**src/rtl/fifo_ctrl_pkg.sv**
```systemverilog
// Shared types for the FIFO access controller: sequencer state encoding,
// requester identifiers and the round-robin successor helper.
package fifo_ctrl_pkg;

    // Sequencer states.
    //   ST_IDLE : arbitrate between producers A/B and the read consumer
    //   ST_WR   : single-cycle FIFO write strobe
    //   ST_RCHK : burst check (done / FIFO empty / issue another read)
    //   ST_RD   : single-cycle FIFO read strobe
    typedef enum logic [1:0] {
        ST_IDLE = 2'd0,
        ST_WR   = 2'd1,
        ST_RCHK = 2'd2,
        ST_RD   = 2'd3
    } state_t;

    // Requester identifiers; also the bit positions in the arbiter request vector.
    typedef enum logic [1:0] {
        REQ_A = 2'd0,
        REQ_B = 2'd1,
        REQ_R = 2'd2
    } req_id_t;

    localparam int NUM_REQ = 3;

    // Round-robin successor: A -> B -> R -> A.
    function automatic req_id_t next_id(input req_id_t id);
        req_id_t nxt;
        case (id)
            REQ_A:   nxt = REQ_B;
            REQ_B:   nxt = REQ_R;
            default: nxt = REQ_A;
        endcase
        return nxt;
    endfunction

endpackage

```
**src/rtl/rr_arb3.sv**
```systemverilog
// Three-way round-robin arbiter with a drain-priority override for the
// read requester. The grant is combinational from the request vector and
// the registered pointer; the pointer only moves when the caller consumes
// a grant (advance high while a grant is valid).
module rr_arb3
    import fifo_ctrl_pkg::*;
(
    input  logic       clk,
    input  logic       rst_n,
    input  logic [2:0] req,        // indexed by req_id_t
    input  logic       prio_r,     // R wins outright when it is requesting
    input  logic       advance,    // grant is taken this cycle
    output logic       gnt_valid,
    output logic [1:0] gnt_id
);

    req_id_t ptr;
    req_id_t cand0;
    req_id_t cand1;
    req_id_t cand2;
    req_id_t winner;

    // Search order starts at the pointer and walks the ring once.
    assign cand0 = ptr;
    assign cand1 = next_id(cand0);
    assign cand2 = next_id(cand1);

    // Pick the winner: override first, then the first requester in ring order.
    always_comb begin
        // NOTE: every always_comb output gets a default first so no path leaves it unassigned (no latch).
        gnt_valid = 1'b0;
        winner    = REQ_A;
        if (prio_r && req[REQ_R]) begin
            gnt_valid = 1'b1;
            winner    = REQ_R;
        end else if (req[cand0]) begin
            gnt_valid = 1'b1;
            winner    = cand0;
        end else if (req[cand1]) begin
            gnt_valid = 1'b1;
            winner    = cand1;
        end else if (req[cand2]) begin
            gnt_valid = 1'b1;
            winner    = cand2;
        end
    end

    assign gnt_id = winner;

    // Move the pointer to the requester after the winner once a grant is consumed.
    always_ff @(posedge clk or negedge rst_n) begin
        if (!rst_n) begin
            ptr <= REQ_A;
        end else if (advance && gnt_valid) begin
            // NOTE: state registers use non-blocking assignment so every flop samples pre-edge values.
            ptr <= next_id(winner);
        end
    end

endmodule

```
**src/rtl/fifo_access_ctrl.sv**
```systemverilog
// Sequencer in front of the FIFO datapath. Shares the single write port
// between producers A and B and runs bounded read bursts for consumer R,
// using the FIFO status flags so no write hits a full FIFO and no read hits
// an empty one. Every strobe is followed by a non-strobe cycle, which gives
// the combinational status flags time to reflect the previous pointer move
// before the next decision. All outputs are registered.
module fifo_access_ctrl
    import fifo_ctrl_pkg::*;
#(
    parameter int DATA_W  = 8,
    parameter int BURST_W = 4
) (
    input  logic               clk,
    input  logic               rst_n,

    // Producer A
    input  logic               wr_req_a,
    input  logic [DATA_W-1:0]  wr_data_a,
    output logic               wr_ack_a,

    // Producer B
    input  logic               wr_req_b,
    input  logic [DATA_W-1:0]  wr_data_b,
    output logic               wr_ack_b,

    // Read consumer
    input  logic               rd_req,
    input  logic [BURST_W-1:0] rd_len,
    output logic               rd_busy,
    output logic               rd_done,
    output logic [BURST_W-1:0] rd_count,
    output logic               rd_short,

    // FIFO status
    input  logic               fifo_full,
    input  logic               fifo_empty,
    input  logic               fifo_threshold,

    // FIFO strobes and write data
    output logic               fifo_we,
    output logic               fifo_rd,
    output logic [DATA_W-1:0]  fifo_din
);

    state_t             state;
    logic [BURST_W-1:0] remaining;

    logic [2:0]         arb_req;
    logic               arb_advance;
    logic               gnt_valid;
    logic [1:0]         gnt_id;

    // Eligibility: producers only when there is room; the reader is held off
    // for the rd_done cycle so a level-held rd_req cannot restart immediately.
    assign arb_req[REQ_A] = wr_req_a & ~fifo_full;
    assign arb_req[REQ_B] = wr_req_b & ~fifo_full;
    assign arb_req[REQ_R] = rd_req & ~rd_done;

    // Grants are only consumed while the sequencer sits in IDLE.
    assign arb_advance = (state == ST_IDLE);

    rr_arb3 u_arb (
        .clk       (clk),
        .rst_n     (rst_n),
        .req       (arb_req),
        .prio_r    (fifo_threshold),
        .advance   (arb_advance),
        .gnt_valid (gnt_valid),
        .gnt_id    (gnt_id)
    );

    // Sequencer: state, burst counters and all registered outputs.
    always_ff @(posedge clk or negedge rst_n) begin
        if (!rst_n) begin
            state     <= ST_IDLE;
            remaining <= '0;
            fifo_we   <= 1'b0;
            fifo_rd   <= 1'b0;
            fifo_din  <= '0;
            wr_ack_a  <= 1'b0;
            wr_ack_b  <= 1'b0;
            rd_busy   <= 1'b0;
            rd_done   <= 1'b0;
            rd_count  <= '0;
            rd_short  <= 1'b0;
        end else begin
            case (state)
                ST_IDLE: begin
                    // rd_done marks only the first IDLE cycle after a burst.
                    rd_done <= 1'b0;
                    if (gnt_valid) begin
                        case (gnt_id)
                            REQ_A: begin
                                fifo_din <= wr_data_a;
                                fifo_we  <= 1'b1;
                                wr_ack_a <= 1'b1;
                                state    <= ST_WR;
                            end
                            REQ_B: begin
                                fifo_din <= wr_data_b;
                                fifo_we  <= 1'b1;
                                wr_ack_b <= 1'b1;
                                state    <= ST_WR;
                            end
                            default: begin
                                // Burst length is captured here; later rd_len changes are ignored.
                                rd_busy   <= 1'b1;
                                remaining <= rd_len;
                                rd_count  <= '0;
                                rd_short  <= 1'b0;
                                state     <= ST_RCHK;
                            end
                        endcase
                    end
                end

                ST_WR: begin
                    // Write strobe and ack last exactly one cycle.
                    fifo_we  <= 1'b0;
                    wr_ack_a <= 1'b0;
                    wr_ack_b <= 1'b0;
                    state    <= ST_IDLE;
                end

                ST_RCHK: begin
                    if (remaining == '0) begin
                        // Requested length satisfied.
                        rd_busy  <= 1'b0;
                        rd_done  <= 1'b1;
                        rd_short <= 1'b0;
                        state    <= ST_IDLE;
                    end else if (fifo_empty) begin
                        // FIFO ran dry before the requested length.
                        rd_busy  <= 1'b0;
                        rd_done  <= 1'b1;
                        rd_short <= 1'b1;
                        state    <= ST_IDLE;
                    end else begin
                        fifo_rd <= 1'b1;
                        state   <= ST_RD;
                    end
                end

                ST_RD: begin
                    // One word consumed; return to the check so the flags can settle.
                    fifo_rd   <= 1'b0;
                    remaining <= remaining - BURST_W'(1);
                    rd_count  <= rd_count + BURST_W'(1);
                    state     <= ST_RCHK;
                end

                default: begin
                    fifo_we  <= 1'b0;
                    fifo_rd  <= 1'b0;
                    wr_ack_a <= 1'b0;
                    wr_ack_b <= 1'b0;
                    state    <= ST_IDLE;
                end
            endcase
        end
    end

endmodule

```
**config.mk**
```make
export PLATFORM = sky130hd
export DESIGN_NAME = fifo_access_ctrl
export DESIGN_NICKNAME = d
export VERILOG_FILES = /design/src/rtl/fifo_ctrl_pkg.sv /design/src/rtl/rr_arb3.sv /design/src/rtl/fifo_access_ctrl.sv
export SDC_FILE = /design/constraint.sdc
export NUM_CORES = 1
export LEC_CHECK = 0
export CORE_MARGIN = 1.5
export CORE_UTILIZATION = 49
export DETAILED_ROUTE_END_ITERATION = 7
export GPL_ROUTABILITY_DRIVEN = 0
export PLACE_DENSITY = 0.84
export SYNTH_ARGS = -nofsm -noshare
export SYNTH_HDL_FRONTEND = slang
export SYNTH_SLANG_ARGS = --single-unit
```
**constraint.sdc**
```tcl
create_clock -name clk -period 4.2 [get_ports clk]
set_input_delay 0.42 -clock clk [delete_from_list [all_inputs] [get_ports clk]]
set_output_delay 0.42 -clock clk [all_outputs]
set_load 0.005 [all_outputs]
```
== Yosys cells after proc, flatten, opt, wreduce, memory -nomap -nowiden ==
Cells that the tools add are included.

* Register bits: 27
* Bits of input ports: 28

* Add/subtract/negate cells: 2
* Order comparisons: 3
* Equal/unequal tests: 14
* Multiplexer cells: 53
* Bitwise gates (word level): 5
* Reduce and logical (&&, ||, !) cells: 21

{| class="wikitable"
|+ Operator list
! kind !! count
|-
| 1-bit 2-to-1 mux || 24
|-
| 3-bit AND reduction || 6
|-
| 2-bit 2-to-1 mux || 8
|-
| 4-bit 2-to-1 mux || 4
|-
| 4-bit case mux with 2 select lines || 2
|-
| 8-bit case mux with 2 select lines || 1
|-
| 2-bit != test (second input constant) || 7
|-
| 1-bit case mux with 2 select lines || 7
|-
| 2-bit case mux with 2 select lines || 3
|-
| 2-bit nonzero test || 5
|-
| 2-bit by 3-bit less-than comparator with 1-bit output (second input constant) || 3
|-
| 2-bit by 1-bit == test with 1-bit output (second input constant) || 4
|-
| 2-bit logical NOT || 4
|-
| 2-bit case mux with 4 select lines || 1
|-
| 1-bit binary-select mux with 2-bit select || 3
|-
| 4-bit by 1-bit adder with 4-bit output (second input constant) || 1
|-
| 2-bit == test (second input constant) || 2
|-
| 4-bit logical NOT || 1
|-
| 4-bit AND reduction || 1
|-
| 4-bit by 1-bit subtractor with 4-bit output (second input constant) || 1
|-
| 1-bit AND || 3
|-
| 3-bit != test (second input constant) || 1
|-
| 1-bit logical AND || 2
|-
| 1-bit NOT || 2
|-
| 2 further kinds || 2
|}

== Longest topological paths before layout ==
Gate-level depths: netlist of the first run.

* Depth in word-level cells: 15
* Depth in mapped cells: 6
* Depth with buffers taken out: 6

== Cells and area by module ==
A second synthesis of the first run with hierarchy kept.

* Cells, all modules: 132
* Area total of the unflattened synthesis: 1390.1 µm²

{| class="wikitable"
|+ By module, submodules not included
! module !! times used !! cells each !! area an instance (µm²) !! seq. area each (µm²)
|-
| fifo_access_ctrl || 1 || 117 || 1233.7 || 625.6
|-
| rr_arb3 || 1 || 15 || 156.4 || 50.0
|}

== Least setup slack after synthesis of the first run ==
No wires, ideal clock.

* Path kind: flip-flop to flip-flop
* From: reg rd_done
* To: reg fifo_din[1]
* Setup time: 0.125 ns
* Arrival time: 1.482 ns
* Data required time: 4.075 ns
* Path slack: 2.593 ns
* Stages on the path, launching flop included: 6
* Path through: dfrtp_1 -> and2b_4 -> nand2_1 -> nand4_4 -> mux2_2 -> mux2_4

* Cells in the longest elaborated chain, start to end: 11
* Elaborated cells on any way between the ends: 22
* Those cells by class: eq/ne: 1; mux: 15; bitwise: 2; reduce/logical: 4

{| class="wikitable"
|+ Ends and longest elaborated chain
! item !! RTL line !! RTL
|-
| start: declaration || fifo_access_ctrl.sv:30 || <nowiki>output logic rd_done,</nowiki>
|-
| start signal: assignment || fifo_access_ctrl.sv:83 || <nowiki>rd_done <= 1'b0;</nowiki>
|-
| start signal: assignment || fifo_access_ctrl.sv:90 || <nowiki>rd_done <= 1'b0;</nowiki>
|-
| start signal: assignment || fifo_access_ctrl.sv:129 || <nowiki>rd_done <= 1'b1;</nowiki>
|-
| 1-bit NOT (*) || fifo_access_ctrl.sv:57 || <nowiki>assign arb_req[REQ_R] = rd_req & ~rd_done;</nowiki>
|-
| 1-bit AND (*) || fifo_access_ctrl.sv:57 ||
|-
| 1-bit binary-select mux with 2-bit select || rr_arb3.sv:42 || <nowiki>end else if (req[cand2]) begin</nowiki>
|-
| 1-bit 2-to-1 mux (not written as such) || rr_arb3.sv:42 ||
|-
| 2-bit 2-to-1 mux || rr_arb3.sv:42 ||
|-
| 2-bit 2-to-1 mux || rr_arb3.sv:39 || <nowiki>end else if (req[cand1]) begin</nowiki>
|-
| 2-bit 2-to-1 mux || rr_arb3.sv:36 || <nowiki>end else if (req[cand0]) begin</nowiki>
|-
| 2-bit 2-to-1 mux || rr_arb3.sv:33 || <nowiki>if (prio_r && req[REQ_R]) begin</nowiki>
|-
| 2-bit by 1-bit == test with 1-bit output / 2-bit logical NOT (equally long branches) || fifo_access_ctrl.sv:92 || <nowiki>case (gnt_id)</nowiki>
|-
| 2-bit nonzero test (no line) || -- ||
|-
| 3-bit AND reduction (no line) || -- ||
|-
| end signal: assignment || fifo_access_ctrl.sv:94 || <nowiki>fifo_din <= wr_data_a;</nowiki>
|-
| end signal: assignment || fifo_access_ctrl.sv:100 || <nowiki>fifo_din <= wr_data_b;</nowiki>
|-
| end: declaration || fifo_access_ctrl.sv:42 || <nowiki>output logic [DATA_W-1:0] fifo_din</nowiki>
|}

Mark *: on every way between the ends. The rest lies on a longest branch, timed or not. The select of a mux whose other input is x is not followed.
A chain may end at the register's enable or synchronous reset.

== Worst setup path in the final report of the first run ==
* From: in wr_req_a
* To: reg fifo_din[0]

* Cells in the longest elaborated chain, start to end: 10
* Elaborated cells on any way between the ends: 20
* Those cells by class: eq/ne: 1; mux: 15; bitwise: 1; reduce/logical: 3

{| class="wikitable"
|+ Ends and longest elaborated chain
! item !! RTL line !! RTL
|-
| start: declaration || fifo_access_ctrl.sv:17 || <nowiki>input logic wr_req_a,</nowiki>
|-
| 1-bit AND (*) || fifo_access_ctrl.sv:55 || <nowiki>assign arb_req[REQ_A] = wr_req_a & ~fifo_full;</nowiki>
|-
| 1-bit binary-select mux with 2-bit select || rr_arb3.sv:42 ||
|-
| 1-bit 2-to-1 mux (not written as such) || rr_arb3.sv:42 ||
|-
| 2-bit 2-to-1 mux || rr_arb3.sv:42 ||
|-
| 2-bit 2-to-1 mux || rr_arb3.sv:39 ||
|-
| 2-bit 2-to-1 mux || rr_arb3.sv:36 ||
|-
| 2-bit 2-to-1 mux || rr_arb3.sv:33 ||
|-
| 2-bit by 1-bit == test with 1-bit output / 2-bit logical NOT (equally long branches) || fifo_access_ctrl.sv:92 ||
|-
| 2-bit nonzero test (no line) || -- ||
|-
| 3-bit AND reduction (no line) || -- ||
|}

Marks and branches as above.

==> results of run 1 <==
[cell usage after synthesis, drive strengths merged, types with 3 or more instances]
library cell / count / area, um2
and2b: 3 / 25.0
a21oi: 6 / 30.0
xor2: 3 / 26.3
dfrtp: 27 / 676
nand2: 10 / 37.5
inv: 5 / 18.8
nand3: 6 / 30.0
nor2: 13 / 48.8
mux2: 17 / 218
o211ai: 3 / 22.5
clkbuf: 3 / 11.3
o21ai: 11 / 66.3
[logic make-up after synthesis]
group | count (synthesis) | share of synthesized area
flops | 27 | 0.468
simple gates | 41 | 0.147
fa+ha+maj | 2 | 0.0173
xor+xnor | 3 | 0.0182
buf+inv | 10 | 0.0321
mux | 18 | 0.158
compound gates | 33 | 0.160
[sequential cells by signal, summed over array words and instances, names as in the netlist]
register	count
u_arb.cand0	2
rd_busy	1
wr_ack_a	1
rd_short	1
fifo_we	1
remaining	4
wr_ack_b	1
state	2
fifo_din	8
rd_count	4
rd_done	1
fifo_rd	1
[power by group]
group | internal, uW | switching, uW
Sequential | 379 | 108
Clock | 37.1 | 71.5
Combinational | 355 | 239
[worst max-delay path: stages]
cell and delay [ns]:
clkdlybuf4s50_1 0.47, and2b_1 0.21, o21ai_2 0.20, mux2i_1 0.13, nand2_1 0.44, mux2_2 0.39
[through the flow]
step	power, uW	util	cell area [um2]
after global routing	1280	0.700	1950
after global placement	1050	0.691	1920
after detailed placement	1090	0.691	1920
final	1190	0.700	1950
after CTS	1200	0.700	1950
after floorplan	816	-	1440
[per-layer routing]
layer / share of wire / vias to the layer above / track usage
li1: - / 573 / -
met1: 0.44 / 603 / 0.274
met2: 0.51 / 39 / 0.376
met3: 0.049 / 2 / 0.0522
met4: 0.0057 / 0 / 0.0631
met5: 0 / - / 0
[path summary, 6_finish.rpt]
check,startpoint,end,slack (ns)
min in group clk,wr_ack_a,wr_ack_a,0.52
hold / removal,rst_n,rd_count[2],0.45
setup / recovery,wr_req_a,fifo_din[0],2.14
setup reg to reg,u_arb.cand0[0],fifo_din[0],2.28
max in group asynchronous,rst_n,fifo_din[3],3.50
hold reg to reg,wr_ack_a,wr_ack_a,0.52
[cell type report]
cell class | instances | share of cell area
clock buffer | 4 | 0.0135
inverter | 5 | 0.00963
multi-input combinational | 97 | 0.370
sequential | 27 | 0.347
tap | 31 | 0.0199
timing repair buffer | 47 | 0.240
[cell usage in the layout, fill, tap and decap left out, types with 2 or more instances in the layout]
cell type | netlist | routed
o211ai_1 | 3 | 3
mux2_2 | 10 | 10
nand3_1 | 6 | 6
and2b_1 | 2 | 2
dfrtp_1 | 27 | 27
nor3_1 | 2 | 2
or2_2 | 2 | 2
inv_1 | 5 | 5
a21oi_1 | 6 | 6
clkdlybuf4s50_1 | 0 | 46
nor2_1 | 13 | 13
xor2_1 | 3 | 3
clkbuf_4 | 0 | 3
o21ai_0 | 8 | 8
nand2_1 | 10 | 10
mux2_4 | 7 | 7
o221a_2 | 2 | 2
a22o_1 | 2 | 2
ha_1 | 2 | 2
o21ai_2 | 3 | 3
==> impl_metrics.env, run 1 <==
export IMPL_status="completed"
export IMPL_routed_via_density=5.77
export IMPL_tritoncts="built"
export IMPL_reg2regPathDepth=5
export IMPL_fmax_mhz=486
export IMPL_first_pass_iters=4
export IMPL_critPathRequiredTime_ns=4.41
export IMPL_cts_hold_buf=0
export IMPL_fp_dieH_um=57.3
export IMPL_synth_seq_cells=27
export IMPL_grt_pass1_wl_mm=5.53
export IMPL_final_cells=211
export IMPL_fill_cells=212
export IMPL_portBuffers=46
export IMPL_slew_headroom=0.641
export IMPL_yosysUniqueCellTypes=37
export IMPL_antenna_left=0
export IMPL_final_setup_tns_ns=0
export IMPL_num_vias=1217
export IMPL_globalRouteOverflowTotal=0
export IMPL_htreeDepth=1
export IMPL_die_x_um=57.3
export IMPL_hold_path_class="input port to async pin"
export IMPL_worstSetupEndpointType="register"
export IMPL_pin_count=47
export IMPL_drive_above_1_share=0.167
export IMPL_root_buffer="clkbuf_4"
export IMPL_synth_ff_type="dfrtp_1"
export IMPL_nNetsFinal=211
export IMPL_syn_avg_cell_area_um2=10.8
export IMPL_worstPathArrival_ns=2.27
export IMPL_ir_drop_uv=456
export IMPL_cts_buffers=3
export IMPL_cap_violations=0
export IMPL_grt_max_degree=28
export IMPL_dieArea_um2=3280
export IMPL_synth_nets=164
export IMPL_rsz0062_at_grt="no"
export IMPL_fin_crit_ns=2.06
export IMPL_grt_usage=0.218
export IMPL_wl_per_cell_um=15.8
export IMPL_powerDensity_nw_per_um2=610
export IMPL_pre_cts_ws_ns=1.80
export IMPL_cts_buffer_depth=2
export IMPL_cts_resized=0
export IMPL_hold_violations=0
export IMPL_multiInputGateArea_um2=721
export IMPL_maxSlewViolCount=0
export IMPL_synthToLayoutAreaGrowth_pct=35.0
export IMPL_cts_sinks=27
export IMPL_synthArstFlopShare=1.00
export IMPL_dr_first_iter_drc_count=60
export IMPL_worstSkewPairLatency_ns=0.32
export IMPL_setup_viol=0
export IMPL_leakage_uw=0.000846
export IMPL_seq_area_um2=676
export IMPL_timing_critical_path_fanout_max=11
export IMPL_initial_core_util=0.519
export IMPL_place_inst=207
export IMPL_period_share=0.490
export IMPL_core_um2=2780
export IMPL_crit_type="input port to register"
export IMPL_yosysWarnings=0
export IMPL_skew_ns=0.00914
export IMPL_synth_edf_count=0
export IMPL_fin_ws_ns=2.14
export IMPL_routed_wl_mm=3.33
export IMPL_netlist_instances=134
export IMPL_timing_hold_ws_ns=0.455
export IMPL_grt_pass1_vias=1238
export IMPL_post_cts_buffers=0
export IMPL_worst_setup_path_start_kind="input port"
export IMPL_antenna_found_initial=0
export IMPL_rows=19
export IMPL_worst_slew_pin_slew_ns=0.537
export IMPL_clk_pin_slew_ns=0.14
export IMPL_syn_cell_area_um2=1440
export IMPL_dp_final_hpwl_mm=2.59
export IMPL_drc=0
export IMPL_diodes=0
export IMPL_seq_area_frac_synth=0.468
Power figures use the tool's default switching activity.
==> run 2: changes to the inputs <==
- CORE_UTILIZATION: 49 -> 45
- PLACE_DENSITY: 0.84 -> 0.78
- clock period: 4.2 -> 2 ns (I/O delays scaled with it)
==> run 2 against run 1 <==
Critical path depth is 1 lower. Setup slack lost 1.9 ns. First-iteration DRC count up 12%. Highest routed layer unchanged. Critical endpoint is now fifo_din[7].
==> impl_metrics.env, run 2 (synthesis results as in run 1) <==
export IMPL_most_common_layout_cells="46 x clkdlybuf4s50_1, 27 x dfrtp_1, 13 x nor2_1"
export IMPL_grt_pass1_wl_mm=5.26
export IMPL_startpoint="u_arb.cand0[0]"
export IMPL_path_cells="nor3b_1 > o21ai_2 > nand4_4 > mux2_2 > mux2_4"
export IMPL_grt_usage=0.195
export IMPL_use_met1=0.263
export IMPL_worstPathArrival_ns=1.99
export IMPL_dr_first_iter_drc_count=67
export IMPL_ir_drop_uv=619
export IMPL_die_x_um=59.6
export IMPL_reg_top3="fifo_din: 8 flops, rd_count: 4 flops, remaining: 4 flops"
export IMPL_cts_sinks=27
export IMPL_rr_startpoint="u_arb.cand0[0]"
export IMPL_grt_met3_usage=0.0175
export IMPL_design_power_total_uw=2520
export IMPL_drive_above_1_share=0.176
export IMPL_htreeDepth=1
export IMPL_hold_violations=0
export IMPL_max_stage_delay_ns=0.45
export IMPL_grt_pass1_vias=1179
export IMPL_dp_final_hpwl_mm=2.48
export IMPL_wl_per_cell_um=14.5
export IMPL_maxSlewViolCount=0
export IMPL_core_um2=3050
export IMPL_pre_cts_ws_ns=-0.0118
export IMPL_tritoncts="built"
export IMPL_globalRouteOverflowTotal=0
export IMPL_timing_hold_ws_ns=0.230
export IMPL_worstSkewPairLatency_ns=0.32
export IMPL_path_buf_inv=0
export IMPL_critPathRequiredTime_ns=2.22
export IMPL_cts_buffer_depth=2
export IMPL_routed_wl_mm=3.27
export IMPL_fmax_mhz=565
export IMPL_rows=20
export IMPL_powerDensity_nw_per_um2=1270
export IMPL_met2_usage=0.316
export IMPL_crit_path_top_delay_cell="dfrtp_1"
export IMPL_worstSetupEndpointType="register"
export IMPL_final_common_cell="clkdlybuf4s50_1"
export IMPL_crit_type="register to register"
export IMPL_cts_resized=0
export IMPL_slew_headroom=0.707
export IMPL_largest_register="fifo_din"
export IMPL_worst_setup_path_start_kind="register"
export IMPL_cap_violations=0
export IMPL_place_inst=222
export IMPL_synthToLayoutAreaGrowth_pct=38.1
export IMPL_crit_family="multiplexers"
export IMPL_root_buffer="clkbuf_4"
export IMPL_leakage_uw=0.000860
export IMPL_fin_crit_ns=1.77
export IMPL_rsz0062_at_grt="no"
export IMPL_cts_buffers=3
export IMPL_diodes=0
export IMPL_num_vias=1216
export IMPL_antenna_left=0
export IMPL_skew_ns=0.00570
export IMPL_pin_count=47
export IMPL_routed_via_density=5.38
export IMPL_fin_ws_ns=0.230
export IMPL_fill_cells=239
export IMPL_grt_max_degree=28
export IMPL_setup_viol=0
export IMPL_nNetsFinal=213
export IMPL_hold_path_class="input port to async pin"
export IMPL_antenna_found_initial=0
export IMPL_top_usage_layer="met2"
export IMPL_clk_pin_slew_ns=0.14
export IMPL_fp_dieH_um=59.6
export IMPL_multiInputGateArea_um2=721
export IMPL_final_setup_tns_ns=0
export IMPL_timing_critical_path_fanout_max=10
export IMPL_portBuffers=46
export IMPL_worst_slew_pin_slew_ns=0.437
export IMPL_post_cts_buffers=0
export IMPL_largest_reg_flops=8
export IMPL_first_pass_iters=4
export IMPL_final_cells=226
export IMPL_cts_hold_buf=0
export IMPL_period_share=0.885
export IMPL_status="completed"
export IMPL_dieArea_um2=3550
export IMPL_seq_area_um2=676
export IMPL_initial_core_util=0.473
export IMPL_drc=0
run 2: final cells by class:
cell class / count / share of cell area
multi-input combinational: 97 / 0.362
sequential: 27 / 0.339
timing repair buffer: 49 / 0.249
tap: 44 / 0.0276
clock buffer: 4 / 0.0132
inverter: 5 / 0.00942
run 2: metal layers:
metal / share of wire / wire length [um] / vias up
li1: - / - / 577
met1: 0.45 / 1460 / 605
met2: 0.51 / 1660 / 28
met3: 0.031 / 101 / 6
met4: 0.016 / 53 / 0
met5: 0 / 0 / -
run 2: final timing paths:
| kind | cells past startpoint | endpoint | slack [ns] |
|---|---|---|---|
| worst max-delay path | 5 | fifo_din[7] | 0.23 |
| worst min-delay path | 2 | rd_count[0] | 0.23 |
| worst max register to register | 5 | fifo_din[7] | 0.23 |
| worst min register to register | 1 | fifo_we | 0.52 |
| max in group asynchronous | 2 | fifo_din[1] | 1.52 |
| min in group clk | 3 | remaining[1] | 0.45 |
run 2: power by group:
part | internal, uW | switching (uW) | total [uW]
Combinational | 767 | 504 | 1270
Sequential | 796 | 226 | 1020
Clock | 78.1 | 150 | 228
run 2: through the flow:
step / cell area [um2] / utilization
6_report: 1990 / 0.652
5_1_grt: 1990 / 0.652
4_1_cts: 1990 / 0.652
3_5_place_dp: 1970 / 0.644
3_3_place_gp: 1970 / 0.644
2_1_floorplan: 1440 / -
